$ cat src/rtl/ahb_multi_slave_ic.sv
// Single-master AHB-Lite interconnect: one-hot address decode, registered data-phase
// response mux, built-in ERROR default slave, and saturating error bookkeeping.

module ahb_ic_region_match #(
  parameter int                ADDR_W = 32,
  parameter logic [ADDR_W-1:0] BASE   = '0,
  parameter logic [ADDR_W-1:0] MASK   = '0
) (
  input  logic [ADDR_W-1:0] addr_i,
  output logic              match_o
);
  assign match_o = (addr_i & MASK) == BASE;
endmodule

module ahb_multi_slave_ic #(
  parameter int                             NUM_SLAVES = 4,
  parameter int                             ADDR_W     = 32,
  parameter int                             DATA_W     = 32,
  parameter logic [NUM_SLAVES*ADDR_W-1:0]   SLV_BASE   = {NUM_SLAVES{32'h0}},
  parameter logic [NUM_SLAVES*ADDR_W-1:0]   SLV_MASK   = {NUM_SLAVES{32'hFFFF_0000}}
) (
  input  logic                         clk,
  input  logic                         reset,
  input  logic [ADDR_W-1:0]            haddr,
  input  logic [1:0]                   htrans,
  input  logic                         hwrite,
  input  logic [2:0]                   hsize,
  input  logic [3:0]                   hprot,
  input  logic [DATA_W-1:0]            hwdata,
  output logic [DATA_W-1:0]            hr_data,
  output logic                         hready,
  output logic                         hresp,
  output logic [NUM_SLAVES-1:0]        hsel,
  output logic [ADDR_W-1:0]            Haddr,
  output logic [1:0]                   Htrans,
  output logic                         Hwrite,
  output logic [2:0]                   Hsize,
  output logic [3:0]                   Hprot,
  output logic [DATA_W-1:0]            Hwdata,
  input  logic [NUM_SLAVES*DATA_W-1:0] slv_hrdata,
  input  logic [NUM_SLAVES-1:0]        slv_hreadyout,
  input  logic [NUM_SLAVES-1:0]        slv_hresp,
  output logic [7:0]                   err_count,
  output logic [ADDR_W-1:0]            err_addr
);

  typedef enum logic [1:0] {D_IDLE, D_ERR1, D_ERR2} dflt_state_e;

  logic [NUM_SLAVES-1:0] match;
  logic                  active, unmapped;
  logic [NUM_SLAVES-1:0] dsel_q;
  logic [ADDR_W-1:0]     daddr_q, err_addr_q;
  logic [7:0]            err_cnt_q;
  dflt_state_e           state_q, state_d;
  logic                  mux_rdy, mux_rsp;
  logic [DATA_W-1:0]     mux_dat;

  assign Haddr  = haddr;
  assign Htrans = htrans;
  assign Hwrite = hwrite;
  assign Hsize  = hsize;
  assign Hprot  = hprot;
  assign Hwdata = hwdata;

  // NONSEQ and SEQ both have htrans[1] set
  assign active = htrans[1];

  for (genvar g = 0; g < NUM_SLAVES; g++) begin : g_match
    ahb_ic_region_match #(
      .ADDR_W (ADDR_W),
      .BASE   (SLV_BASE[g*ADDR_W +: ADDR_W]),
      .MASK   (SLV_MASK[g*ADDR_W +: ADDR_W])
    ) u_match (
      .addr_i  (haddr),
      .match_o (match[g])
    );
  end

  // Lowest-index region wins on overlap
  always_comb begin
    logic found;
    found = 1'b0;
    hsel  = '0;
    for (int i = 0; i < NUM_SLAVES; i++) begin
      if (active && match[i] && !found) begin
        hsel[i] = 1'b1;
        found   = 1'b1;
      end
    end
  end

  assign unmapped = active && (match == '0);

  always_comb begin
    mux_rdy = 1'b1;
    mux_rsp = 1'b0;
    mux_dat = '0;
    for (int i = 0; i < NUM_SLAVES; i++) begin
      if (dsel_q[i]) begin
        mux_rdy = slv_hreadyout[i];
        mux_rsp = slv_hresp[i];
        mux_dat = slv_hrdata[i*DATA_W +: DATA_W];
      end
    end
  end

  // Default slave overrides the mux; dsel_q is empty while it owns the data phase
  always_comb begin
    state_d = state_q;
    hready  = mux_rdy;
    hresp   = mux_rsp;
    hr_data = mux_dat;
    case (state_q)
      D_IDLE: if (mux_rdy && unmapped) state_d = D_ERR1;
      D_ERR1: begin
        hready  = 1'b0;
        hresp   = 1'b1;
        hr_data = '0;
        state_d = D_ERR2;
      end
      D_ERR2: begin
        hready  = 1'b1;
        hresp   = 1'b1;
        hr_data = '0;
        state_d = unmapped ? D_ERR1 : D_IDLE;
      end
      default: state_d = D_IDLE;
    endcase
  end

  always_ff @(posedge clk or negedge reset) begin
    if (!reset) begin
      state_q    <= D_IDLE;
      dsel_q     <= '0;
      daddr_q    <= '0;
      err_cnt_q  <= '0;
      err_addr_q <= '0;
    end else begin
      state_q <= state_d;
      if (hready) begin
        dsel_q  <= hsel;
        daddr_q <= haddr;
      end
      if (hready && hresp) begin
        if (err_cnt_q != 8'hFF) err_cnt_q <= err_cnt_q + 8'd1;
        err_addr_q <= daddr_q;
      end
    end
  end

  assign err_count = err_cnt_q;
  assign err_addr  = err_addr_q;

endmodule

$ cat config.mk
export PLATFORM = sky130hd
export DESIGN_NAME = ahb_multi_slave_ic
export DESIGN_NICKNAME = d
export VERILOG_FILES = /design/src/rtl/ahb_multi_slave_ic.sv
export SDC_FILE = /design/constraint.sdc
export NUM_CORES = 1
export LEC_CHECK = 0
export CAP_MARGIN = 40
export CORE_AREA = 2 2 140 142
export CTS_CLUSTER_SIZE = 8
export DETAILED_ROUTE_END_ITERATION = 12
export DIE_AREA = 0 0 142 144
export GPL_TIMING_DRIVEN = 1
export PLACE_DENSITY = 0.67
export SYNTH_ARGS = -nofsm -noshare
export SYNTH_HDL_FRONTEND = slang
export SYNTH_SLANG_ARGS = --single-unit
$ cat constraint.sdc
create_clock -name clk -period 4.4 [get_ports clk]
set_clock_uncertainty 0.15 [all_clocks]
set_input_delay 1.1 -clock clk [delete_from_list [all_inputs] [get_ports clk]]
set_output_delay 1.1 -clock clk [all_outputs]
set_load 0.02 [all_outputs]
# Word-level counts from Yosys, hierarchy flattened
# Index checks and enable logic that the tools add are counted.
[op_classes]
shift = 0
addsub = 1
mux = 24
reduce_logical = 15
n_lt_le_gt_ge = 0
eq_ne = 4
n_mul = 0
n_bitwise = 0
div = 0
[ops]
columns = ["operator", "n"]
rows = [
  ["32-bit 2-to-1 mux", 5],
  ["32-bit zero test", 1],
  ["1-bit 2-to-1 mux", 16],
  ["8-bit by 1-bit adder with 8-bit output, second input constant", 1],
  ["8-bit inequality test, second input constant", 1],
  ["1-bit logical AND", 7],
  ["2-bit one-hot mux with 3 select lines", 1],
  ["4-bit zero test", 1],
  ["1-bit zero test", 3],
  ["2-bit by 1-bit == test with 1-bit output, second input constant", 1],
  ["2-bit == test, second input constant", 1],
  ["2-bit zero test", 1],
  ["2-bit 2-to-1 mux", 1],
  ["2-bit inequality test, second input constant", 1],
  ["1-bit one-hot mux with 2 select lines", 1],
  ["2-bit AND reduction", 1],
  ["2-bit OR reduction", 1],
]
[totals]
elab_cells = 49
mem_bits_ro = 0
memories = 0
inputBits = 212
output_inout_bits = 152
register_bits = 78
ramBits = 0
latchBits = 0

# Logic depth before layout (Yosys ltp)
[logic_depth]
depth_word = 12
depth_mapped = 7
depth_no_buf = 6

# Cells and area by module
# A second synthesis with hierarchy kept.
[hier_totals]
cells_unflattened = 493
hier_area_um2 = 5067.4
[modules_own_cells]
columns = ["mod", "cells_per_inst", "area_per_inst_um2", "seq_area_each_um2", "n_inst"]
rows = [
  ["ahb_multi_slave_ic", 473, 4932.2, 1951.9, 1],
  ["ahb_ic_region_match", 5, 33.8, 0.0, 4],
]

# Least setup slack after synthesis
# No wires, ideal clock.
[synth_timing]
kind = "input port to output port"
start = "input haddr[18]"
end = "output hsel[0]"
arrival_ns = 1.796
n_path_buf = 0
path_stages = 4
setup_slack_ns = 1.354
required_time_ns = 3.150
path_cell_list = "nor4_1 > and4_1 > nand2_1 > inv_1"
[synth_between]
elab_chain_cells = 3
[synth_rtl]
columns = ["item", "line", "source"]
rows = [
  ["start, declared", "24", "input logic [ADDR_W-1:0] haddr,"],
  ["32-bit zero test", "12", "assign match_o = (addr_i & MASK) == BASE;"],
  ["1-bit logical AND", "85", "if (active && match[i] && !found) begin"],
  ["1-bit 2-to-1 mux", "85", ""],
  ["end, declared", "33", "output logic [NUM_SLAVES-1:0] hsel,"],
]
# Every way passes these cells.

# Final worst setup path
[layout_timing]
start = "input haddr[25]"
end = "output hsel[0]"
# Same word-level chain as after synthesis.

==> key figures <==
Global routing
  • First-pass GRT wire length: 15200 µm
  • Largest net degree at the start of global routing: 39
  • Gr usage total: 9.65%
  • Initial antenna violation count: 0
  • Number of global-route vias before repair: 2928
  • Grt ovf: 0

Floorplan
  • Initial Util: 20.4%
  • Standard-cell rows: 51
  • Core Box Area: 19100 µm²
  • Die Height: between 100 and 150 µm
  • DIE WIDTH: 142 µm
  • Die Area: about 20000 µm²
  • Total I/O pin count: 364

Hold path
  • Hold endpoint: err_addr[12]
  • Hold Startpoint: daddr_q[12]
  • Worst hold path class: register to register
  • Worst hold stages: 1

Timing
  • Final hold slack: 0.332 ns
  • Worst slew pin tran: 0.657 ns
  • RSZ-0062 raised after global routing: false
  • Tmin final: 4.13 ns
  • Final WS setup: between 0.2 and 0.3 ns
  • Relative slew slack: 56.0%
  • Final slew viol count: 0
  • Setup Viol. Count Final: 0
  • Max Fclk: 242 MHz
  • Final number of hold-violating endpoints: 0
  • Crit share post-route: between 90% and 100%

Clock network
  • Clock Latency Late Sink: 0.34 ns
  • CTS H-tree depth: 3
  • Clk buf depth: 2
  • CTS buffer count: 9
  • CTS tree: done
  • # clock sinks: 75
  • Clock root cell: clkbuf_16
  • Postcts setup bufs: 0
  • Clock transition at path regs: around 0.070 ns

Route
  • Vias post-DR: between 2000 and 3000
  • Wire length per cell: 14.8 µm
  • Vias per cell: about 3.9
  • Drt pass-1 iters: 4
  • DRT iter0 DRCs: 36
  • Routed Antenna Nets: 0
  • Number of remaining DRC errors: 0
  • Routed WL: 9960 µm

Placed design
  • GPL Wtd Cong: 0.727
  • Place WS: -0.178 ns
  • IO Port Bufs: 176
  • Hpwl dp: 7540 µm

Synth
  • Top cells by area, synth: dfrtp_1 48%, buf_4 15%, mux2_2 11%, mux2_1 8.4%, and2_1 5.1%
  • Netlist Area Pre-Place: between 3000 and 4000 µm²
  • Sequential share of the synthesized area: between 40% and 50%
  • Primary FF master, synth: dfrtp_1
  • Area leader, netlist: dfrtp_1
  • Synth Warn #: 0
  • EDFF count, synth: 0
  • Syn_area_per_cell: roughly 12 µm²
  • Post-synth top area share: 48.1%
  • Asr flop ratio synth: 100%
  • #FFs+latches synth: 75
  • Synth cell types: 35
  • Syn Inst Count: 320

Power and ir drop
  • P_leak: 2.36 nW
  • Worst vdd ir: between 0.3 and 0.4 mV
  • Power Total: about 0.0035 W
  • Pwr Density: 613 nW/µm²

Worst setup path
  • WS Path Type: primary input to output port
  • WP data arrival: 2.88 ns
  • Reg2reg path depth: 6
  • Critical Path Max Stage Delay: 0.49 ns
  • CP endpoint kind: output port
  • Crit path max-delay family: buffers and inverters
  • Crit path max fanout: 5
  • Worst r2r dst: daddr_q[8]
  • Reg2reg start: state_q[0]
  • R2r setup slk: ~1.6 ns
  • Worst path slowest cell: clkdlybuf4s50_1
  • CP bufs+invs: 4
  • CP Data Required Time: 3.15 ns
  • Critical path cell sequence: clkdlybuf4s50_1, nor4_4, buf_4, and4_1, nand2_1, inv_1, dlygate4sd2_1
  • Startpoint types: primary input

Final layout
  • Fill cell count: 1879
  • Nets: 649
  • Layout cells sized above 1: between 15 and 20%
  • Area Growth Syn to Fin: 47.9%
  • Ant. Diodes: 0

Outcome
  • Outcome: finished clean

Run
  • Max-cap viol count: 0
==> cells by family (layout without fill, tap and decap cells) <==
| group | count (synthesis) | count (layout) | share of synthesized area, % |
|---|---|---|---|
| xor gates and xnor gates | 3 | 3 | 0.674 |
| and+or+nand+nor | 61 | 61 | 9.59 |
| AOI/OAI and AO/OA | 11 | 11 | 2.08 |
| DFF | 75 | 75 | 48.1 |
| buffers and inverters | 95 | 210 | 17.8 |
| adders and majority gates | 5 | 5 | 1.60 |
| other | 1 | 3 | 0.0961 |
| muxes | 69 | 69 | 20.0 |
==> power breakdown <==
group	internal (W)	switching [W]
Sequential	0.00102	0.000179
Combinational	0.000789	0.000694
Clock	0.000558	0.000298
==> worst register-to-register path, cell delays in order, from the launching register on <==
cell	delay (ns)
dfrtp_1	0.41
inv_1	0.08
ha_1	0.39
nor2_1	0.54
a21o_2	0.26
buf_4	0.42
mux2_2	0.41
==> per-stage QoR <==
step	TNS [ns]	utilization, %	std cells	area, µm²
floorplan	0	-	322	3910
global placement	-0.201	28.2	658	5380
detailed placement	-0.178	28.3	659	5400
CTS	0	30.2	675	5770
global route	0	30.2	675	5770
finish	0	30.2	675	5770
==> worst max-delay path by stage <==
| stage | from | endpoint | slack (ns) | cells past startpoint |
|---|---|---|---|---|
| 6_report | haddr[25] | hsel[0] | 0.27 | 7 |
| 5_1_grt | state_q[0] | hr_data[28] | 0.05 | 6 |
| 4_1_cts | haddr[25] | hsel[0] | 0.24 | 7 |
| 3_5_place_dp | haddr[25] | hsel[0] | -0.18 | 7 |
| 3_3_place_gp | haddr[25] | hsel[0] | -0.20 | 7 |
| 2_1_floorplan | haddr[18] | hsel[0] | 1.35 | 4 |
==> placed cells by master (no fill, tap or decap), types with 5 or more instances in the layout <==
cell	n
inv_1	7
nand2_1	5
ha_1	5
clkdlybuf4s50_1	174
buf_4	11
dfrtp_1	75
and2_1	32
mux2_2	39
mux2_1	29
clkbuf_16	9
==> registers in the layout, indices dropped and copies added (netlist names) <==
name and flops:
daddr_q 32, err_count 8, state_q 2, err_addr 32, dsel_q 1
==> area by class of cell <==
type / instances / area (µm²) / area share [%]
Clock inverter: 7 / 124 / 2.15
Sequential cell: 75 / 1880 / 32.5
Clock buffer: 9 / 225 / 3.90
Timing Repair Buffer: 187 / 1850 / 32.1
Tap cell: 238 / 298 / 5.16
Inverter: 7 / 26.3 / 0.455
Multi-Input combinational cell: 152 / 1370 / 23.7
==> routing by layer <==
layer | part of all wire, % | track usage [%] | up-vias
met5 | 0 | 0 | -
met4 | 2.1 | 4.53 | 0
met3 | 7.0 | 3.84 | 26
met2 | 50 | 15.8 | 105
met1 | 41 | 11.1 | 1311
li1 | - | - | 1213
==> synthesized netlist by cell type (2+ instances only) <==
cell and count:
buf_6 6, nor2_1 4, and2_1 32, o21ai_0 4, nor3_1 2, xor2_1 2
buf_4 78, nor4_1 4, dfrtp_1 75, inv_1 7, nand2b_1 2, nand3_1 3
ha_1 5, mux2_1 29, a21o_1 2, and3_1 2, nand2_1 5, mux2_2 39
clkbuf_1 3
==> repair_timing <==
item                       in CTS  in global routing
hold buffers                    0                  0
resized for setup               4                  0
setup endpoints to repair       1                  0
No activity file was read; power rests on OpenSTA's default activity.
